[src/rtl/mbtrain_partner_responder_pkg.sv]
// Sideband message codes shared by the MBTRAIN responder and its sideband interface.
package mbtrain_partner_responder_pkg;

  typedef enum logic [7:0] {
    SB_NOP                        = 8'h00,
    MBTRAIN_VALVREF_start_req     = 8'h01,
    MBTRAIN_VALVREF_start_resp    = 8'h02,
    MBTRAIN_VALVREF_end_req       = 8'h03,
    MBTRAIN_VALVREF_end_resp      = 8'h04,
    MBTRAIN_DATAVREF_start_req    = 8'h05,
    MBTRAIN_DATAVREF_start_resp   = 8'h06,
    MBTRAIN_DATAVREF_end_req      = 8'h07,
    MBTRAIN_DATAVREF_end_resp     = 8'h08,
    MBTRAIN_SPEEDIDLE_start_req   = 8'h09,
    MBTRAIN_SPEEDIDLE_start_resp  = 8'h0a,
    MBTRAIN_SPEEDIDLE_end_req     = 8'h0b,
    MBTRAIN_SPEEDIDLE_end_resp    = 8'h0c,
    MBTRAIN_TXSELFCAL_start_req   = 8'h0d,
    MBTRAIN_TXSELFCAL_start_resp  = 8'h0e,
    MBTRAIN_TXSELFCAL_end_req     = 8'h0f,
    MBTRAIN_TXSELFCAL_end_resp    = 8'h10,
    MBTRAIN_RXCLKCAL_start_req    = 8'h11,
    MBTRAIN_RXCLKCAL_start_resp   = 8'h12,
    MBTRAIN_RXCLKCAL_end_req      = 8'h13,
    MBTRAIN_RXCLKCAL_end_resp     = 8'h14,
    MBTRAIN_LINKSPEED_start_req   = 8'h15,
    MBTRAIN_LINKSPEED_start_resp  = 8'h16,
    MBTRAIN_LINKSPEED_end_req     = 8'h17,
    MBTRAIN_LINKSPEED_end_resp    = 8'h18
  } SB_msg_t;

endpackage

[src/rtl/mbtrain_partner_responder_if.sv]
// Sideband RX/TX channel bundle between the link partner side (master) and the responder (slave).
interface mbtrain_partner_responder_if;
  import mbtrain_partner_responder_pkg::*;

  SB_msg_t     SB_RX_msg_i;
  logic [63:0] SB_RX_dataBus_i;
  logic        SB_RX_msg_valid_i;
  logic        SB_RX_msg_req_o;
  SB_msg_t     SB_TX_msg_o;
  logic [63:0] SB_TX_dataBus_o;
  logic        SB_TX_msg_valid_o;
  logic        SB_TX_msg_sendNextFlag_i;

  modport master (
    output SB_RX_msg_i, SB_RX_dataBus_i, SB_RX_msg_valid_i, SB_TX_msg_sendNextFlag_i,
    input  SB_RX_msg_req_o, SB_TX_msg_o, SB_TX_dataBus_o, SB_TX_msg_valid_o
  );

  modport slave (
    input  SB_RX_msg_i, SB_RX_dataBus_i, SB_RX_msg_valid_i, SB_TX_msg_sendNextFlag_i,
    output SB_RX_msg_req_o, SB_TX_msg_o, SB_TX_dataBus_o, SB_TX_msg_valid_o
  );

endinterface

[src/rtl/mbtrain_partner_responder.sv]
// MBTRAIN sideband responder: answers the partner's start/end requests for the six substates
// in fixed order, with a per-message timeout and sticky error reporting.
module mbtrain_partner_responder
  import mbtrain_partner_responder_pkg::*;
#(
  parameter int unsigned TIMEOUT_CYCLES = 800000
) (
  input  logic                              clk_100MHz,
  input  logic                              reset,
  input  logic                              enable_i,
  mbtrain_partner_responder_if.slave        sb,
  output logic [2:0]                        substate_o,
  output logic                              done_o,
  output logic                              error_o,
  output logic                              timeout_o
);

  typedef enum logic [2:0] {StIdle, StWaitReq, StSendResp, StDone, StError} state_e;

  localparam logic [19:0] CntLast = 20'(TIMEOUT_CYCLES - 1);
  localparam logic [2:0]  LastSub = 3'd5;

  state_e      state_q;
  logic [2:0]  substate_q;
  logic        phase_q;
  logic [19:0] cnt_q;
  logic        req_q;
  logic        valid_q;
  SB_msg_t     tx_msg_q;
  logic [63:0] tx_data_q;
  logic        done_q;
  logic        error_q;
  logic        timeout_q;

  SB_msg_t     exp_req;
  SB_msg_t     exp_resp;

  // Request expected next and the response that answers it, from (substate, phase).
  always_comb begin
    exp_req  = SB_NOP;
    exp_resp = SB_NOP;
    case (substate_q)
      3'd0: begin
        exp_req  = phase_q ? MBTRAIN_VALVREF_end_req  : MBTRAIN_VALVREF_start_req;
        exp_resp = phase_q ? MBTRAIN_VALVREF_end_resp : MBTRAIN_VALVREF_start_resp;
      end
      3'd1: begin
        exp_req  = phase_q ? MBTRAIN_DATAVREF_end_req  : MBTRAIN_DATAVREF_start_req;
        exp_resp = phase_q ? MBTRAIN_DATAVREF_end_resp : MBTRAIN_DATAVREF_start_resp;
      end
      3'd2: begin
        exp_req  = phase_q ? MBTRAIN_SPEEDIDLE_end_req  : MBTRAIN_SPEEDIDLE_start_req;
        exp_resp = phase_q ? MBTRAIN_SPEEDIDLE_end_resp : MBTRAIN_SPEEDIDLE_start_resp;
      end
      3'd3: begin
        exp_req  = phase_q ? MBTRAIN_TXSELFCAL_end_req  : MBTRAIN_TXSELFCAL_start_req;
        exp_resp = phase_q ? MBTRAIN_TXSELFCAL_end_resp : MBTRAIN_TXSELFCAL_start_resp;
      end
      3'd4: begin
        exp_req  = phase_q ? MBTRAIN_RXCLKCAL_end_req  : MBTRAIN_RXCLKCAL_start_req;
        exp_resp = phase_q ? MBTRAIN_RXCLKCAL_end_resp : MBTRAIN_RXCLKCAL_start_resp;
      end
      3'd5: begin
        exp_req  = phase_q ? MBTRAIN_LINKSPEED_end_req  : MBTRAIN_LINKSPEED_start_req;
        exp_resp = phase_q ? MBTRAIN_LINKSPEED_end_resp : MBTRAIN_LINKSPEED_start_resp;
      end
      default: ;
    endcase
  end

  always_ff @(posedge clk_100MHz) begin
    if (!reset || !enable_i) begin
      state_q    <= StIdle;
      substate_q <= '0;
      phase_q    <= 1'b0;
      cnt_q      <= '0;
      req_q      <= 1'b0;
      valid_q    <= 1'b0;
      tx_msg_q   <= SB_NOP;
      tx_data_q  <= '0;
      done_q     <= 1'b0;
      error_q    <= 1'b0;
      timeout_q  <= 1'b0;
    end else begin
      unique case (state_q)
        StIdle: begin
          state_q <= StWaitReq;
          req_q   <= 1'b1;
          cnt_q   <= '0;
        end

        StWaitReq: begin
          if (req_q && sb.SB_RX_msg_valid_i) begin
            req_q <= 1'b0;
            cnt_q <= '0;
            if (sb.SB_RX_msg_i == exp_req) begin
              state_q  <= StSendResp;
              valid_q  <= 1'b1;
              tx_msg_q <= exp_resp;
              // Only the LINKSPEED end_resp echoes the partner's payload.
              tx_data_q <= (substate_q == LastSub && phase_q) ? sb.SB_RX_dataBus_i : '0;
            end else begin
              state_q <= StError;
              error_q <= 1'b1;
            end
          end else if (cnt_q == CntLast) begin
            state_q   <= StError;
            req_q     <= 1'b0;
            error_q   <= 1'b1;
            timeout_q <= 1'b1;
            cnt_q     <= '0;
          end else begin
            cnt_q <= cnt_q + 20'd1;
          end
        end

        StSendResp: begin
          if (sb.SB_TX_msg_sendNextFlag_i) begin
            valid_q   <= 1'b0;
            tx_msg_q  <= SB_NOP;
            tx_data_q <= '0;
            cnt_q     <= '0;
            if (!phase_q) begin
              phase_q <= 1'b1;
              req_q   <= 1'b1;
              state_q <= StWaitReq;
            end else if (substate_q != LastSub) begin
              substate_q <= substate_q + 3'd1;
              phase_q    <= 1'b0;
              req_q      <= 1'b1;
              state_q    <= StWaitReq;
            end else begin
              done_q  <= 1'b1;
              state_q <= StDone;
            end
          end else if (cnt_q == CntLast) begin
            state_q   <= StError;
            valid_q   <= 1'b0;
            tx_msg_q  <= SB_NOP;
            tx_data_q <= '0;
            error_q   <= 1'b1;
            timeout_q <= 1'b1;
            cnt_q     <= '0;
          end else begin
            cnt_q <= cnt_q + 20'd1;
          end
        end

        // DONE and ERROR hold until enable_i drops.
        default: ;
      endcase
    end
  end

  assign sb.SB_RX_msg_req_o   = req_q;
  assign sb.SB_TX_msg_valid_o = valid_q;
  assign sb.SB_TX_msg_o       = tx_msg_q;
  assign sb.SB_TX_dataBus_o   = tx_data_q;
  assign substate_o           = substate_q;
  assign done_o               = done_q;
  assign error_o              = error_q;
  assign timeout_o            = timeout_q;

endmodule

[src/flat_wrapper.sv]
// flat-port wrapper written by rule: the top's interface ports become plain ports
module mbtrain_partner_responder_flat import mbtrain_partner_responder_pkg::*;
#(
  parameter int unsigned TIMEOUT_CYCLES = 800000
)
  (clk_100MHz, reset, enable_i, substate_o, done_o, error_o, timeout_o, sb_SB_RX_msg_i, sb_SB_RX_dataBus_i, sb_SB_RX_msg_valid_i, sb_SB_TX_msg_sendNextFlag_i, sb_SB_RX_msg_req_o, sb_SB_TX_msg_o, sb_SB_TX_dataBus_o, sb_SB_TX_msg_valid_o);
  mbtrain_partner_responder_if sb_i ();
  input  logic clk_100MHz;
  input  logic reset;
  input  logic enable_i;
  output logic [2:0] substate_o;
  output logic done_o;
  output logic error_o;
  output logic timeout_o;
  input wire logic [$bits(sb_i.SB_RX_msg_i)-1:0] sb_SB_RX_msg_i;
  input wire logic [$bits(sb_i.SB_RX_dataBus_i)-1:0] sb_SB_RX_dataBus_i;
  input wire logic [$bits(sb_i.SB_RX_msg_valid_i)-1:0] sb_SB_RX_msg_valid_i;
  input wire logic [$bits(sb_i.SB_TX_msg_sendNextFlag_i)-1:0] sb_SB_TX_msg_sendNextFlag_i;
  output wire logic [$bits(sb_i.SB_RX_msg_req_o)-1:0] sb_SB_RX_msg_req_o;
  output wire logic [$bits(sb_i.SB_TX_msg_o)-1:0] sb_SB_TX_msg_o;
  output wire logic [$bits(sb_i.SB_TX_dataBus_o)-1:0] sb_SB_TX_dataBus_o;
  output wire logic [$bits(sb_i.SB_TX_msg_valid_o)-1:0] sb_SB_TX_msg_valid_o;
  assign sb_i.SB_RX_msg_i = sb_SB_RX_msg_i;
  assign sb_i.SB_RX_dataBus_i = sb_SB_RX_dataBus_i;
  assign sb_i.SB_RX_msg_valid_i = sb_SB_RX_msg_valid_i;
  assign sb_i.SB_TX_msg_sendNextFlag_i = sb_SB_TX_msg_sendNextFlag_i;
  assign sb_SB_RX_msg_req_o = sb_i.SB_RX_msg_req_o;
  assign sb_SB_TX_msg_o = sb_i.SB_TX_msg_o;
  assign sb_SB_TX_dataBus_o = sb_i.SB_TX_dataBus_o;
  assign sb_SB_TX_msg_valid_o = sb_i.SB_TX_msg_valid_o;
  mbtrain_partner_responder #(.TIMEOUT_CYCLES(TIMEOUT_CYCLES)) u_core (.clk_100MHz(clk_100MHz), .reset(reset), .enable_i(enable_i), .sb(sb_i), .substate_o(substate_o), .done_o(done_o), .error_o(error_o), .timeout_o(timeout_o));
endmodule
[config.mk]
export PLATFORM = sky130hd
export DESIGN_NAME = mbtrain_partner_responder_flat
export DESIGN_NICKNAME = d
export VERILOG_FILES = /design/src/rtl/mbtrain_partner_responder_pkg.sv /design/src/rtl/mbtrain_partner_responder_if.sv /design/src/rtl/mbtrain_partner_responder.sv /design/src/flat_wrapper.sv
export SDC_FILE = /design/constraint.sdc
export NUM_CORES = 1
export LEC_CHECK = 0
export CAP_MARGIN = 5
export CORE_UTILIZATION = 30
export CTS_CLUSTER_SIZE = 24
export DETAILED_ROUTE_END_ITERATION = 12
export PLACE_DENSITY_LB_ADDON = 0.25
export SYNTH_ARGS = -nofsm -noshare
export SYNTH_HDL_FRONTEND = slang
export SYNTH_SLANG_ARGS = --single-unit
[constraint.sdc]
create_clock -name clk_100MHz -period 2.48 [get_ports clk_100MHz]
set_input_delay 0.496 -clock clk_100MHz [delete_from_list [all_inputs] [get_ports clk_100MHz]]
set_output_delay 0.496 -clock clk_100MHz [all_outputs]
set_load 0.02 [all_outputs]
### Word level (Yosys, flattened, before mapping)

Cells that the tools add are included.

* bits in registers: 104
* input port bits: 77
* logic and storage cells: 106

* add/subtract/negate cells: 2
* equal/unequal tests: 19
* multiplexer cells: 57
* bitwise operators: 1
* reduce and logical (&&, ||, !) cells: 16

Operators with widths (count)
* $mux 64: 5
* $pmux 64 s2: 1
* $pmux 8 s6: 2
* $mux 20: 3
* $pmux 20 s3: 1
* $mux 8: 4
* $mux 3: 8
* $add 20x1->20 const B: 1
* $eq 20x20->1 const B: 1
* $mux 1: 17
* $pmux 8 s2: 1
* $reduce_and 4->1: 4
* $mux 2: 7
* $eq 3x2->1 const B: 3
* $ne 3x3->1 const B: 3
* $pmux 3 s3: 1
* $eq 8x8->1: 1
* $mux 4: 2
* $eq 3x1->1 const B: 2
* $eq 3x3->1 const B: 2
* $logic_not 3->1: 2
* $ne 2x2->1 const B: 3
* $pmux 1 s2: 3
* $reduce_and 3->1: 2
* other kinds (13): 16

### Logic depth before layout (Yosys ltp)

Gate-level depths: netlist (run 1).

* depth after elaboration: 6
* gate-level depth with buffers: 10
* mapped depth without buffers: 8

### Least setup slack after synthesis (run 1)

OpenSTA, ideal clock, no wires.

* kind: reg-to-reg
* start: register u_core.substate_q[2], in the netlist u_core.substate_o[2]
* end: register u_core.tx_data_q[0], in the netlist u_core.sb.SB_TX_dataBus_o[0]
* setup time: 0.117 ns
* arrival time: 2.468 ns
* slack: -0.105 ns
* cell stages (with the launch flop): 9
* path buffers: 1
* period minus slack after synthesis: 2.585 ns
* cell sequence: dfxtp_1 > inv_1 > ha_1 > or3_1 > and2_4 > o41ai_4 > a21oi_4 > buf_6 > a22o_1

* longest elaborated chain between the ends: 6

RTL lines
* start: declaration: RTL line mbtrain_partner_responder.sv:24 `logic [2:0] substate_q;`
* start signal: assignment: RTL line mbtrain_partner_responder.sv:128 `substate_q <= substate_q + 3'd1;`
* branches (longest 6 deep; another with $pmux 8 s6)
* end signal: assignment: RTL line mbtrain_partner_responder.sv:101 `tx_data_q <= (substate_q == LastSub && phase_q) ? sb.SB_RX_dataBus_i : '0;`
* end: declaration: RTL line mbtrain_partner_responder.sv:30 `logic [63:0] tx_data_q;`

Parallel ways; which one is timed is not known. The select of a mux whose other input is x is not followed.
A chain may end at the register's enable or synchronous reset.

### Worst setup path in the final report (run 1)

* start: register u_core.substate_q[0], in the netlist u_core.substate_o[0]
* end: register u_core.tx_data_q[20], in the netlist u_core.sb.SB_TX_dataBus_o[20]

The elaborated chain is that of the path after synthesis.

==> results.yml, run 1 <==
layout:
  final_area_um2: 6379
  layout_commonest_cell: "clkdlybuf4s50_1"
  multiInputGateArea_um2: 1917
  nFillCells: 1195
  final_cells: 750
  nNetsFinal: 657
  regArea_um2: 2011
  antennaDiodeCount: 0
  mostFrequentLayoutCells: "152 x clkdlybuf4s50_1, 97 x dfxtp_1, 64 x a22o_1, 28 x nor2_1, 26 x buf_4"
  drive_gt1_frac: 0.1367
  synthToLayoutAreaGrowth_pct: 58.22
worst_setup_path:
  cp.required_ns: 2.73
  crit_type: "reg -> reg"
  worstPathCellList: "ha_4 -> ha_4 -> or3_4 -> and2_4 -> o41ai_4 -> buf_6 -> a21oi_4 -> clkbuf_16 -> a22o_1"
  path_delay_family: "compound AO/OA/AOI/OAI gates"
  critPathLaunchType: "flop"
  crit_arrival_ns: 2.71
  endpoint_kind: "flop"
  worst_path_largest_cell_delay_ns: 0.37
  reg2reg_slack_ns: 0.02
  path_max_fanout: 8
  path_buf_inv: 2
  slowest_stage: "dfxtp_4"
  crit_top_cell: "ha_4"
global_route:
  grt_max_degree: 35
  grt-ovfl-total: 0
  grtUsageMet1: 0.2115
  grt_pass1_vias: 3519
  use_met2: 0.2489
  busiest_layer: "met2"
  met3_usage: 0.05475
  grt_use_total: 0.1614
  grt_pass1_wl_um: 18030
  antenna_found_initial: 0
timing:
  fin_hold_ws_ns: 0.4775
  setup_viol: 0
  hold_viol_final: 0
  clock_skew_ns: 0.007996
  finalCriticalPeriod_ns: 2.464
  worst_slew_pin_slew_ns: 0.6174
  max-slew-margin-rel: 0.5874
  drv_slew: 0
  rsz0062_at_grt: "true"
  period_share: 0.9937
  clock.fmax_mhz: 405.8
placement:
  dp.cells: 724
  finalWeightedCongestion: 0.7889
  dpl_cell_area_um2: 5833
  portBuffers: 152
  hpwlAfterDp_um: 8007
yosys:
  yosys_most_used_dff: "dfxtp_1"
  synth_cell_types: 56
  syn_area_per_cell_um2: 10.18
  syn_inst: 396
  async_flop_share: 0
  synthMuxAreaShare: 0.005276
  synth-xor-area-share: 0.03259
  synth_compound_area_frac: 0.2520
  yosys-top-cells-area: "dfxtp_1 50%, a22o_1 14%, nor2_1 2.8%"
  ys_seq_elements: 100
  yosysTopAreaCell: "dfxtp_1"
  yosys_warnings: 0
  yosysTopAreaCellShare: 0.4966
  synth_fa_ha_area_frac: 0.02173
  synthSimpleGateAreaFrac: 0.1372
  synth_area_um2: 4031
  synth_top_family_by_area: "compound AO/OA/AOI/OAI gates"
  synth_edf_count: 0
  synth-seq-area-share: 0.4966
die:
  die_area_um2: 13910
  start_util: 0.3131
  die_h_um: 117.9
  io_pins: 157
  fp.dieW_um: 117.9
  core-area_um2: 12880
  rows: 41
status:
  outcome: "finished clean"
routing:
  wl_um: 11520
  drc: 0
  drt_pre_antenna_iters: 4
  drt-initial-drc-count: 222
  antenna_left: 0
  via_per_inst: 4.971
  vias: 3728
  routedWlPerCell_um: 15.36
power:
  p_leak_uw: 0.002345
  ir_drop_mv: 0.3436
  cellPowerDensity_nw_per_um2: 526.5
clocking:
  tritoncts: "built"
  clock_latency_ns: 0.35
  root_buffer: "clkbuf_16"
  cts_sinks: 100
  numCtsBuffers: 9
  clkTransAtPathRegs_ns: 0.07
  cts-hold-fix-buffers: 0
  cts_buffer_depth: 2
  htreeDepth: 3
job:
  max_cap_viol_count: 0
hold_path:
  min_path_type: "reg -> reg"
[cell families (layout without fill, tap and decap cells)]
kind of cell    after synthesis  count (layout)
compound gates              129             130
simple gates                107             107
flops                       100             100
buf+inv                      35             213
xor+xnor                     15              15
fa+ha+maj                     7               7
mux                           2               2
other cells                   1               4
[layout make-up]
| cell class | count | share of cell area |
|---|---|---|
| Inverter | 8 | 0.005100 |
| Clock inverter | 6 | 0.01236 |
| Clock buffer | 10 | 0.03747 |
| Sequential cell | 100 | 0.3152 |
| Multi-Input combinational cell | 265 | 0.3005 |
| Timing Repair Buffer | 189 | 0.2956 |
| Tap cell | 172 | 0.03374 |
[state kept, by name (all words and copies together) (netlist names)]
signal	count
u_core.cnt_q	20
u_core.done_o	1
u_core.error_o	1
u_core.phase_q	1
u_core.sb.SB_RX_msg_req_o	1
u_core.sb.SB_TX_dataBus_o	64
u_core.sb.SB_TX_msg_o	4
u_core.sb.SB_TX_msg_valid_o	1
u_core.state_q	3
u_core.substate_o	3
u_core.timeout_o	1
[worst reg2reg max path: stages, from the launching register on]
cell	delay, ns
dfxtp_4	0.37
ha_4	0.17
ha_4	0.18
or3_4	0.37
and2_4	0.18
o41ai_4	0.36
buf_6	0.18
a21oi_4	0.11
clkbuf_16	0.22
a22o_1	0.23
[repair_timing]
item	in CTS	in global routing
setup endpoints to repair	65	65
gates resized for setup	3	25
pin swaps	2	7
cloned	0	5
buffers inserted	1	4
[worst paths after layout]
kind                                     start                             to  cells after the start
setup reg to reg          u_core.substate_o[0]  u_core.sb.SB_TX_dataBus_o[20]                      9
setup / recovery          u_core.substate_o[0]  u_core.sb.SB_TX_dataBus_o[20]                      9
hold reg to reg   u_core.sb.SB_TX_dataBus_o[4]   u_core.sb.SB_TX_dataBus_o[4]                      1
hold / removal    u_core.sb.SB_TX_dataBus_o[4]   u_core.sb.SB_TX_dataBus_o[4]                      1
[Yosys cell counts, types with 2 or more instances]
| master | count |
|---|---|
| a211o_1 | 2 |
| a211oi_1 | 2 |
| a21o_1 | 2 |
| a21oi_1 | 18 |
| a22o_1 | 64 |
| a22oi_1 | 2 |
| a311oi_1 | 3 |
| a31oi_1 | 2 |
| a41oi_1 | 2 |
| and2_1 | 4 |
| and3_1 | 2 |
| and4_1 | 2 |
| buf_2 | 2 |
| buf_4 | 10 |
| buf_6 | 6 |
| clkbuf_1 | 8 |
| dfxtp_1 | 100 |
| ha_1 | 7 |
| inv_1 | 8 |
| nand2_1 | 19 |
| nand2b_1 | 2 |
| nand3_1 | 13 |
| nand4_1 | 11 |
| nor2_1 | 30 |
| nor3_1 | 7 |
| nor3b_1 | 2 |
| nor4_1 | 4 |
| o211ai_1 | 4 |
| o21a_1 | 2 |
| o21ai_0 | 14 |
| o31a_1 | 2 |
| or3_1 | 3 |
| xnor2_1 | 3 |
| xor2_1 | 12 |
[stage by stage]
step	TNS (ns)	power, uW	setup WS [ns]	util
detailed placement	-17.31	1878	-0.2897	0.4530
finish	0	3358	0.01567	0.4954
floorplan	0	1731	0.001701	-
CTS	0	3383	0.002546	0.4794
global route	-0.5205	3499	-0.02865	0.4954
global placement	-13.95	1876	-0.2253	0.4530
[where the power goes]
group          total (uW)  leakage, uW  switching (uW)  internal [uW]
Sequential           1610     0.000808            4.74           1610
Combinational         256      0.00138            98.3            157
Clock                1490     0.000157             661            832
[routing by layer]
metal  wire length (um)  share of wire  vias up
li1                   -              -     1836
met2               5313           0.46      128
met1               5432           0.47     1754
met3                653          0.057       10
met5                  0              0        -
met4                121          0.011        0
Note: power is estimated with default switching activity, not from simulation.
==> run 2: changes to the inputs <==
--- a/config.mk
+++ b/config.mk
@@ -7,9 +7,11 @@
 export LEC_CHECK = 0
 export CAP_MARGIN = 5
 export CORE_UTILIZATION = 30
+export CTS_CLUSTER_DIAMETER = 100
 export CTS_CLUSTER_SIZE = 24
 export DETAILED_ROUTE_END_ITERATION = 12
 export PLACE_DENSITY_LB_ADDON = 0.25
+export SLEW_MARGIN = 20
 export SYNTH_ARGS = -nofsm -noshare
 export SYNTH_HDL_FRONTEND = slang
 export SYNTH_SLANG_ARGS = --single-unit
==> results of run 2 <==
Same layout as run 1: the final DEF is identical, and so are final timing and power.
